==> config.mk <==
export PLATFORM = sky130hd
export DESIGN_NAME = wb_write_queue
export DESIGN_NICKNAME = d
export VERILOG_FILES = /design/src/rtl/wb_write_queue.sv
export SDC_FILE = /design/constraint.sdc
export NUM_CORES = 1
export LEC_CHECK = 0
export BUFFER_PORTS_ARGS = -buffer_cell sky130_fd_sc_hd__buf_2
export CAP_MARGIN = 20
export CORE_MARGIN = 2
export CORE_UTILIZATION = 35
export DETAILED_ROUTE_END_ITERATION = 7
export PLACE_DENSITY = 0.52
export SKIP_CTS_REPAIR_TIMING = 1
export SLEW_MARGIN = 20
export SYNTH_ARGS = -nofsm -noshare
export SYNTH_HDL_FRONTEND = slang
export SYNTH_HIERARCHICAL = 1
export SYNTH_SLANG_ARGS = --single-unit
==> constraint.sdc <==
create_clock -name clk -period 6.2 [get_ports clk]
set_input_delay 0.31 -clock clk [delete_from_list [all_inputs] [get_ports clk]]
set_output_delay 0.31 -clock clk [all_outputs]
set_load 0.02 [all_outputs]
==> src/rtl/wb_write_queue.sv <==
// wb_write_queue: ALU/load writeback FIFO draining one entry per cycle into the register-file
// write port, with pending-register lookup for two issue sources. Define WBQ_FWD_EN for forwarding data.

module wbq_pend_lane #(
  parameter int DEPTH = 4
) (
  input  logic [2:0]             query,
  input  logic [DEPTH-1:0]       slot_vld,
  input  logic [DEPTH-1:0][2:0]  slot_addr,
  input  logic                   out_we,
  input  logic [2:0]             out_addr,
  output logic                   pend
);
  always_comb begin
    pend = out_we && (out_addr == query);
    for (int k = 0; k < DEPTH; k++)
      if (slot_vld[k] && (slot_addr[k] == query)) pend = 1'b1;
    if (query == 3'd7) pend = 1'b0;
  end
endmodule

`ifdef WBQ_FWD_EN
module wbq_fwd_lane #(
  parameter int DEPTH = 4
) (
  input  logic [2:0]             query,
  input  logic [DEPTH-1:0]       slot_vld,
  input  logic [DEPTH-1:0][2:0]  slot_addr,
  input  logic [DEPTH-1:0][31:0] slot_value,
  input  logic                   out_we,
  input  logic [2:0]             out_addr,
  input  logic [31:0]            out_value,
  output logic [31:0]            value
);
  // Slots are ordered oldest-first, so the last match seen is the youngest write.
  always_comb begin
    value = '0;
    if (out_we && (out_addr == query)) value = out_value;
    for (int k = 0; k < DEPTH; k++)
      if (slot_vld[k] && (slot_addr[k] == query)) value = slot_value[k];
    if (query == 3'd7) value = '0;
  end
endmodule
`endif

module wb_write_queue #(
  parameter int DEPTH = 4
) (
  input  logic                       clk,
  input  logic                       rst_n,
  input  logic                       alu_valid,
  output logic                       alu_ready,
  input  logic [2:0]                 alu_addr,
  input  logic [31:0]                alu_value,
  input  logic                       ld_valid,
  output logic                       ld_ready,
  input  logic [2:0]                 ld_addr,
  input  logic [31:0]                ld_value,
  output logic [2:0]                 write_addr,
  output logic [31:0]                write_value,
  output logic                       write_enable,
  input  logic [2:0]                 query_addr1,
  input  logic [2:0]                 query_addr2,
  output logic                       pend1,
  output logic                       pend2,
  output logic                       fwd_valid1,
  output logic                       fwd_valid2,
  output logic [31:0]                fwd_value1,
  output logic [31:0]                fwd_value2,
  output logic [$clog2(DEPTH):0]     count
);
  localparam int PW = $clog2(DEPTH);
  localparam int CW = PW + 1;
  localparam int NUM_LANES = 2;

  typedef struct packed {
    logic [2:0]  addr;
    logic [31:0] value;
  } entry_t;

  entry_t          mem [DEPTH];
  logic [PW-1:0]   head, tail;
  logic            full, acc_alu, acc_ld, enq, pop;
  entry_t          in_ent;

  // Ready depends only on occupancy, reset and alu_valid; a pop on the same edge does not free a slot.
  assign full      = (count == CW'(DEPTH));
  assign alu_ready = rst_n && !full;
  assign ld_ready  = rst_n && !full && !alu_valid;
  assign acc_alu   = alu_valid && alu_ready;
  assign acc_ld    = ld_valid && ld_ready;

  always_comb begin
    in_ent = acc_alu ? entry_t'{alu_addr, alu_value} : entry_t'{ld_addr, ld_value};
  end

  // R7 writes complete the handshake but never enter the queue.
  assign enq = (acc_alu || acc_ld) && (in_ent.addr != 3'd7);
  assign pop = (count != '0);

  always_ff @(posedge clk) begin
    if (!rst_n) begin
      head         <= '0;
      tail         <= '0;
      count        <= '0;
      write_enable <= 1'b0;
      write_addr   <= '0;
      write_value  <= '0;
    end else begin
      if (enq) tail <= tail + PW'(1);
      if (pop) begin
        head        <= head + PW'(1);
        write_addr  <= mem[head].addr;
        write_value <= mem[head].value;
      end
      write_enable <= pop;
      case ({enq, pop})
        2'b10:   count <= count + CW'(1);
        2'b01:   count <= count - CW'(1);
        default: ;
      endcase
    end
  end

  always_ff @(posedge clk) begin
    if (enq) mem[tail] <= in_ent;
  end

  // Oldest-first view of the occupied slots for the lookup lanes.
  logic [DEPTH-1:0]           ord_vld;
  logic [DEPTH-1:0][2:0]      ord_addr;
  logic [NUM_LANES-1:0][2:0]  query;
  logic [NUM_LANES-1:0]       pend_v;

  assign query = {query_addr2, query_addr1};

  for (genvar k = 0; k < DEPTH; k++) begin : g_slot
    logic [PW-1:0] idx;
    assign idx         = head + PW'(k);
    assign ord_vld[k]  = (CW'(k) < count);
    assign ord_addr[k] = mem[idx].addr;
  end

  for (genvar l = 0; l < NUM_LANES; l++) begin : g_pend
    wbq_pend_lane #(.DEPTH(DEPTH)) u_pend (
      .query     (query[l]),
      .slot_vld  (ord_vld),
      .slot_addr (ord_addr),
      .out_we    (write_enable),
      .out_addr  (write_addr),
      .pend      (pend_v[l])
    );
  end

  assign pend1 = pend_v[0];
  assign pend2 = pend_v[1];

`ifdef WBQ_FWD_EN
  logic [DEPTH-1:0][31:0]      ord_value;
  logic [NUM_LANES-1:0][31:0]  fwd_v;

  for (genvar k = 0; k < DEPTH; k++) begin : g_slot_val
    assign ord_value[k] = mem[g_slot[k].idx].value;
  end

  for (genvar l = 0; l < NUM_LANES; l++) begin : g_fwd
    wbq_fwd_lane #(.DEPTH(DEPTH)) u_fwd (
      .query      (query[l]),
      .slot_vld   (ord_vld),
      .slot_addr  (ord_addr),
      .slot_value (ord_value),
      .out_we     (write_enable),
      .out_addr   (write_addr),
      .out_value  (write_value),
      .value      (fwd_v[l])
    );
  end

  assign fwd_valid1 = pend1;
  assign fwd_valid2 = pend2;
  assign fwd_value1 = fwd_v[0];
  assign fwd_value2 = fwd_v[1];
`else
  assign fwd_valid1 = 1'b0;
  assign fwd_valid2 = 1'b0;
  assign fwd_value1 = '0;
  assign fwd_value2 = '0;
`endif

endmodule

==> impl_results.md, run 1 <==
- Site Rows: 57
- Post-Layout Cell Count: 1031
- Number of enable-type register cells in the synthesized netlist: 140
- Floorplan die area: 26300 um^2
- Clock Sinks: between 150 and 200
- Number of buffers and inverters on the critical path: 1
- Total number of yosys warnings: 6
- Slack of the critical path: 2.95 ns
- CTS H-Tree Depth: 4
- Synth Register Bits: 185
- Initial antenna violation count: 0
- Cell area after synthesis: 8750 um^2
- CTS tree: done
- Average cell area after synthesis: 15.0 um^2
- Maximum net fanout on the critical path: 35
- Maximum number of pins on one net before global-route repair: 50
- Cell with the largest stage delay on the worst path: sky130_fd_sc_hd__dfxtp_2
- Unrepaired setup endpoints after global routing: no
- TritonCTS buffer count: 17
- Sum of negative setup slack: 0 ns
- DRT Pass-1 Iters: 4
- Dpl cells: 999
- DP Wirelength: 11300 um
- Adder-cell share of the synthesized area: 1.29%
- Post-layout total power: between 4 and 5 mW
- DR iter-0 viols: 270
- Crit Path Class: flip-flop to output pin
- Internal reg-to-reg setup slack: 3.03 ns
- Y dimension of the die: 162 um
- Gr usage total: 13.4%
- Area growth from synthesis to layout: 13.6%
- Latest clock arrival within the worst-skew pair: ~0.42 ns
- Maximum clock frequency: 0.307 GHz
- Post-placement worst setup slack: 2.93 ns
- Final instance area: 9950 um^2
- Share of async-settable or async-resettable flops after synthesis: 0%
- Multiplexer share of the synthesized area: 17.1%
- Parity-gate share of the synthesized area counting xor and xnor cells: 3.30%
- Count of port buffers added during placement: roughly 120
- Power Dens Cells: 422 nW/um^2
- Clock input transition at the sequential cells of the worst setup and hold paths: 0.07 ns
- Post-synthesis cell type count: 44
- CORE AREA: 24500 um^2
- Result of the run: complete, no violations
- Crit path cell chain: mux4_2 > xnor2_1 > nand4_1 > and4_1 > a32oi_1 > buf_2
- Max capacitance violation total: 0
- Remaining global-route overflow: 0
- Initial standard-cell utilization of the core: 35.8%
- Slew of the pin with the lowest slew margin: between 0.9 and 1 ns
- Global-route wire length before repair: 26900 um
- Clock period minus final worst setup slack: approximately 3.3 ns
- Leakage power: 3.73 nW
- Synth Area in Simple Gates: 6.25%
- Filler Cell Count: ~2300
- Commonest non-fill, non-tap cells in the layout: sky130_fd_sc_hd__edfxtp_1, sky130_fd_sc_hd__buf_2, sky130_fd_sc_hd__nand2_1
- Arrival time of data at the critical path endpoint: 2.94 ns
- Family of cells with the greatest summed delay on the critical path: flip-flops
- Worst IR Drop VDD: 211 uV
- Crit. End Element: output pin
- Pins Over Slew Limit: 0
- Antenna fix cells: 0
- Post-route antenna net violation count: 0
- Final setup violation count: 0
- Worst Skew: about 0.0065 ns
- Placer Congestion: 0.723
- Die X: 162 um
- Routed via count: 4816
- Hold Violations, Final: 0
- Share of post-route cells with drive strength above 1: 35.1%
- Final WL: 17100 um
- Cell area after placement: 9340 um^2
- Number of nets in the layout: 783
- Vias/cell: 4.67
- Detailed-route DRC error count: 0
- CTS root buffer: sky130_fd_sc_hd__clkbuf_16
- Critical path startpoint category: flip-flop
- Cell count after synthesis: between 500 and 600
- Top_reg_cell synth: sky130_fd_sc_hd__edfxtp_1
- Most common library cell in the layout ignoring fill and taps: sky130_fd_sc_hd__edfxtp_1
- Worst min path class: primary input to flip-flop
- Post-synthesis compound-gate area fraction: 4.79%
- Max incr delay on CP: 0.99 ns
- Dominant combinational cell family by area after synthesis: multiplexers
- Required arrival time at the worst endpoint: 5.89 ns
- Final period util: between 50% and 60%
- Via count of the first global-routing pass: just over 5000
- Number of ports placed on the die boundary: 189
- Routed wire per std cell: 16.5 um
- Maximum buffer depth of the clock tree: 2
- Rel. slew slack: 33.5%
- Portion of the post-synthesis area used by sequential elements: 58.3%
-- synthesized netlist by cell type, types with 4 or more instances --
cell type | number | area (um^2)
sky130_fd_sc_hd__edfxtp_1 | 140 | 4200
sky130_fd_sc_hd__nand2_1 | 77 | 289
sky130_fd_sc_hd__buf_4 | 70 | 526
sky130_fd_sc_hd__dfxtp_1 | 45 | 901
sky130_fd_sc_hd__mux4_2 | 44 | 991
sky130_fd_sc_hd__a21boi_1 | 36 | 270
sky130_fd_sc_hd__xnor2_1 | 33 | 289
sky130_fd_sc_hd__mux2_4 | 30 | 450
sky130_fd_sc_hd__nand4_1 | 10 | 62.6
sky130_fd_sc_hd__buf_2 | 9 | 45.0
sky130_fd_sc_hd__buf_6 | 9 | 101
sky130_fd_sc_hd__ha_1 | 9 | 113
sky130_fd_sc_hd__clkbuf_1 | 8 | 30.0
sky130_fd_sc_hd__and2_1 | 6 | 37.5
sky130_fd_sc_hd__inv_1 | 5 | 18.8
sky130_fd_sc_hd__a32oi_1 | 4 | 35.0
sky130_fd_sc_hd__mux2_1 | 4 | 45.0
sky130_fd_sc_hd__nor2_1 | 4 | 15.0
sky130_fd_sc_hd__nor3b_1 | 4 | 30.0
-- per-stage QoR --
step | utilization [%] | hold WS, ns
4_1_cts | 40.7 | 0.203
3_5_place_dp | 38.2 | 0.443
6_report | 40.7 | 0.215
2_1_floorplan | - | 0.493
3_3_place_gp | 38.2 | 0.446
5_1_grt | 40.7 | 0.197
-- power breakdown --
part / total (mW) / switching, mW / internal (mW)
logic: 1.36 / 0.783 / 0.572
registers: 1.74 / 0.165 / 1.58
clock network: 1.10 / 0.461 / 0.643
-- path summary, 6_finish.rpt --
path / cells past startpoint / start / end
setup / recovery: 6 / flip-flop / pend1
hold / removal: 2 / alu_value[6] / mem[0][6]
setup reg to reg: 7 / count[0] / count[2]
hold reg to reg: 2 / write_value[16] / write_value[16]
-- metal layers --
layer	up-vias	routed length, um	global-route usage [%]
met5	-	0	0
met4	0	263	3.98
met3	16	654	2.76
met2	166	8810	23.8
met1	2397	7340	16.3
li1	2237	-	-
-- registers in the layout, summed over array words and instances (netlist names), named ones only --
signal and flops:
write_enable 1, tail 2, mem 140, count 3, write_addr 3, write_value 32
head 2
-- cell type report --
class,instances,area [um^2],share of cell area (%)
inverters,8,35.0,0.352
well taps,324,405,4.07
multi-input cells,355,3140,31.6
flip-flops and latches,185,5110,51.3
repair buffers,127,648,6.51
clock buffers,17,425,4.28
clock inverters,15,188,1.89
-- kinds of logic after synthesis --
kind of cell | Yosys count
flip-flops | 185
AND/OR/NAND/NOR | 115
buffers and inverters | 107
multiplexers | 79
AO/OA/AOI/OAI | 53
XOR/XNOR | 33
adder cells (fa/ha/maj) | 9
other | 1
Power figures use the tool's default switching activity.
==> inputs of run 2 (changes only) <==
Clock period 6.2 ns to 3.05 ns, I/O delays scaled along.
==> run 2 against run 1 <==
Net effect:
- first-iteration DRC count increased by 1.1%
- sequential share of layout area is 0.54 points lower
- register-to-register slack got worse by 2.4 ns
- sequential power increased by 98%
- total power up 110%
- clock power is 110% higher
- clock-buffer cell count grew 3
- via count rose by 0.29%
- setup slack worse by 2.6 ns
- wire length is 3.8% higher
- non-clock buffer count grew 10
- utilization is 0.43 points higher
==> impl_results.md, run 2 (synthesis results as in run 1) <==
- Critical path startpoint category: flip-flop (unchanged)
- Routed via count: 4830 (was 4816)
- Y dimension of the die: 162 um (unchanged)
- Clock period minus final worst setup slack: 2.73 ns
- Unrepaired setup endpoints after global routing: no (unchanged)
- Sum of negative setup slack: 0 ns (unchanged)
- Crit Path Class: flip-flop to output pin (unchanged)
- Crit Reg-Reg Endpoint: mem[2][21] (was count[2])
- DP Wirelength: 12200 um (was 11300 um)
- DR iter-0 viols: 273 (was 270)
- Gr usage total: 13.9% (was 13.4%)
- Clock Sinks: 185 (unchanged)
- Required arrival time at the worst endpoint: 2.90 ns (was 5.89 ns)
- Final core utilization: 41.1% (was 40.7%)
- Arrival time of data at the critical path endpoint: 2.57 ns (was 2.94 ns)
- Most common library cell in the layout ignoring fill and taps: sky130_fd_sc_hd__edfxtp_1 (unchanged)
- Post-Layout Cell Count: 1041 (was 1031)
- Floorplan die area: 26300 um^2 (unchanged)
- CTS tree: done (unchanged)
- Maximum clock frequency: approximately 0.37 GHz
- Antenna fix cells: 0 (unchanged)
- Final WL: 17700 um (was 17100 um)
- Latest clock arrival within the worst-skew pair: 0.43 ns (was 0.42 ns)
- TritonCTS buffer count: 17 (unchanged)
- Detailed-route DRC error count: 0 (unchanged)
- Crit. End Element: output pin (unchanged)
- Maximum net fanout on the critical path: 11 (was 35)
- Clock input transition at the sequential cells of the worst setup and hold paths: 0.07 ns (about the same)
- Internal reg-to-reg setup slack: 0.59 ns (was 3.03 ns)
- Initial antenna violation count: 0 (unchanged)
- Commonest non-fill, non-tap cells in the layout: sky130_fd_sc_hd__edfxtp_1, sky130_fd_sc_hd__buf_2, sky130_fd_sc_hd__nand2_1 (unchanged)
- Dpl cells: 1009 (was 999)
- Result of the run: complete, no violations (unchanged)
- Number of ports placed on the die boundary: 189 (unchanged)
- Rel. slew slack: 39.9% (was 33.5%)
- Depth of the most critical reg-to-reg path: 8 (was 7)
- Placer Congestion: 0.747 (was 0.723)
- Share of post-route cells with drive strength above 1: 35.8% (was 35.1%)
- DRT Pass-1 Iters: 4 (unchanged)
- Top reg by flops: mem (unchanged)
- Worst Skew: 0.00778 ns (was 0.00653 ns)
- Maximum buffer depth of the clock tree: 2 (unchanged)
- Vias/cell: 4.64 (was 4.67)
- Post-route antenna net violation count: 0 (unchanged)
- Area growth from synthesis to layout: 14.8% (was 13.6%)
- CTS H-Tree Depth: 4 (unchanged)
- Origin of the worst min-delay path: alu_value[10] (was alu_value[6])
- Regs by FF count: mem: 140 flops, write_value: 32 flops (unchanged)
- CORE AREA: 24500 um^2 (unchanged)
- Site Rows: 57 (unchanged)
- Worst min path class: primary input to flip-flop (unchanged)
- Initial standard-cell utilization of the core: 35.8% (unchanged)
- Count of port buffers added during placement: 122 (unchanged)
- Final period util: 89.4%
- Power Dens Cells: 860 nW/um^2 (was 422 nW/um^2)
- Global-route wire length before repair: 27600 um (was 26900 um)
- Remaining global-route overflow: 0 (unchanged)
- CP startpoint: head[0]
- Worst r2r src: count[0] (unchanged)
- Maximum number of pins on one net before global-route repair: 49 (was 50)
- Final setup violation count: 0 (unchanged)
- Via count of the first global-routing pass: 4992 (was 5080)
- Worst IR Drop VDD: 406 uV (was 211 uV)
- Pins Over Slew Limit: 0 (unchanged)
- Hold Path Sink: mem[1][10] (was mem[0][6])
- Leakage power: 3.78 nW (was 3.73 nW)
- Post-layout total power: 8.65 mW (was 4.20 mW)
- Hold depth: 2 (unchanged)
- Hold Violations, Final: 0 (unchanged)
- Max FFs per register: 140 (unchanged)
- Routed wire per std cell: 17.0 um (was 16.5 um)
- Max capacitance violation total: 0 (unchanged)
- Slew of the pin with the lowest slew margin: 0.896 ns (was 0.998 ns)
- Number of nets in the layout: 793 (was 783)
- Final hold slack: 0.0542 ns (was 0.215 ns)
- Die X: 162 um (unchanged)
- CTS root buffer: sky130_fd_sc_hd__clkbuf_16 (unchanged)
==> run 2: cell types whose count changed in the layout (fill, tap and decap cells not counted), sizes merged <==
cell      previous run  this run
buf                127       137
clkbuf              17        20
clkinv               5         2
clkinvlp             1         3
inv                 14        12
==> run 2: how the worst max path moves through the flow <==
| stage | end | slack (ns) |
|---|---|---|
| after global routing | pend1 | 0.1 |
| final | pend1 | 0.32 |
| after global placement | mem[2][27] | 0.64 |
| after detailed placement | mem[2][29] | 0.58 |
| after floorplan | mem[0][0] | -0.24 |
| after CTS | pend1 | 0.27 |
==> run 2: critical path, cell delays in order, from the launching register on <==
cell                      delay [ns]
sky130_fd_sc_hd__dfxtp_1        0.68
sky130_fd_sc_hd__mux4_2         0.63
sky130_fd_sc_hd__xnor2_1        0.16
sky130_fd_sc_hd__nand4_1        0.11
sky130_fd_sc_hd__and4_1         0.23
sky130_fd_sc_hd__a32oi_1        0.15
sky130_fd_sc_hd__buf_2          0.20
==> run 2: final cells by class <==
class	instances	area [um^2]
repair buffers	137	723
well taps	324	405
fillers	2254	14400
multi-input cells	355	3160
flip-flops and latches	185	5110
clock inverters	12	163
clock buffers	20	457
inverters	8	35.0
==> run 2: where the power goes <==
part | internal (mW) | total, mW | switching, mW
Sequential | 3.20 | 3.45 | 0.251
Combinational | 1.21 | 2.91 | 1.70
Clock | 1.35 | 2.29 | 0.941
==> run 2: metrics by stage <==
step	setup WS (ns)	area, um^2
5_1_grt	0.0991	10100
2_1_floorplan	-0.243	9020
3_5_place_dp	0.578	9440
3_3_place_gp	0.644	9440
4_1_cts	0.269	10100
6_report	0.323	10100
==> run 2: per-layer routing <==
layer,GRT usage (%),routed length [um],vias to the layer above
li1,-,-,2254
met1,16.5,7480,2413
met2,25.5,9350,142
met3,2.55,602,21
met4,4.47,269,0
met5,0,0,-
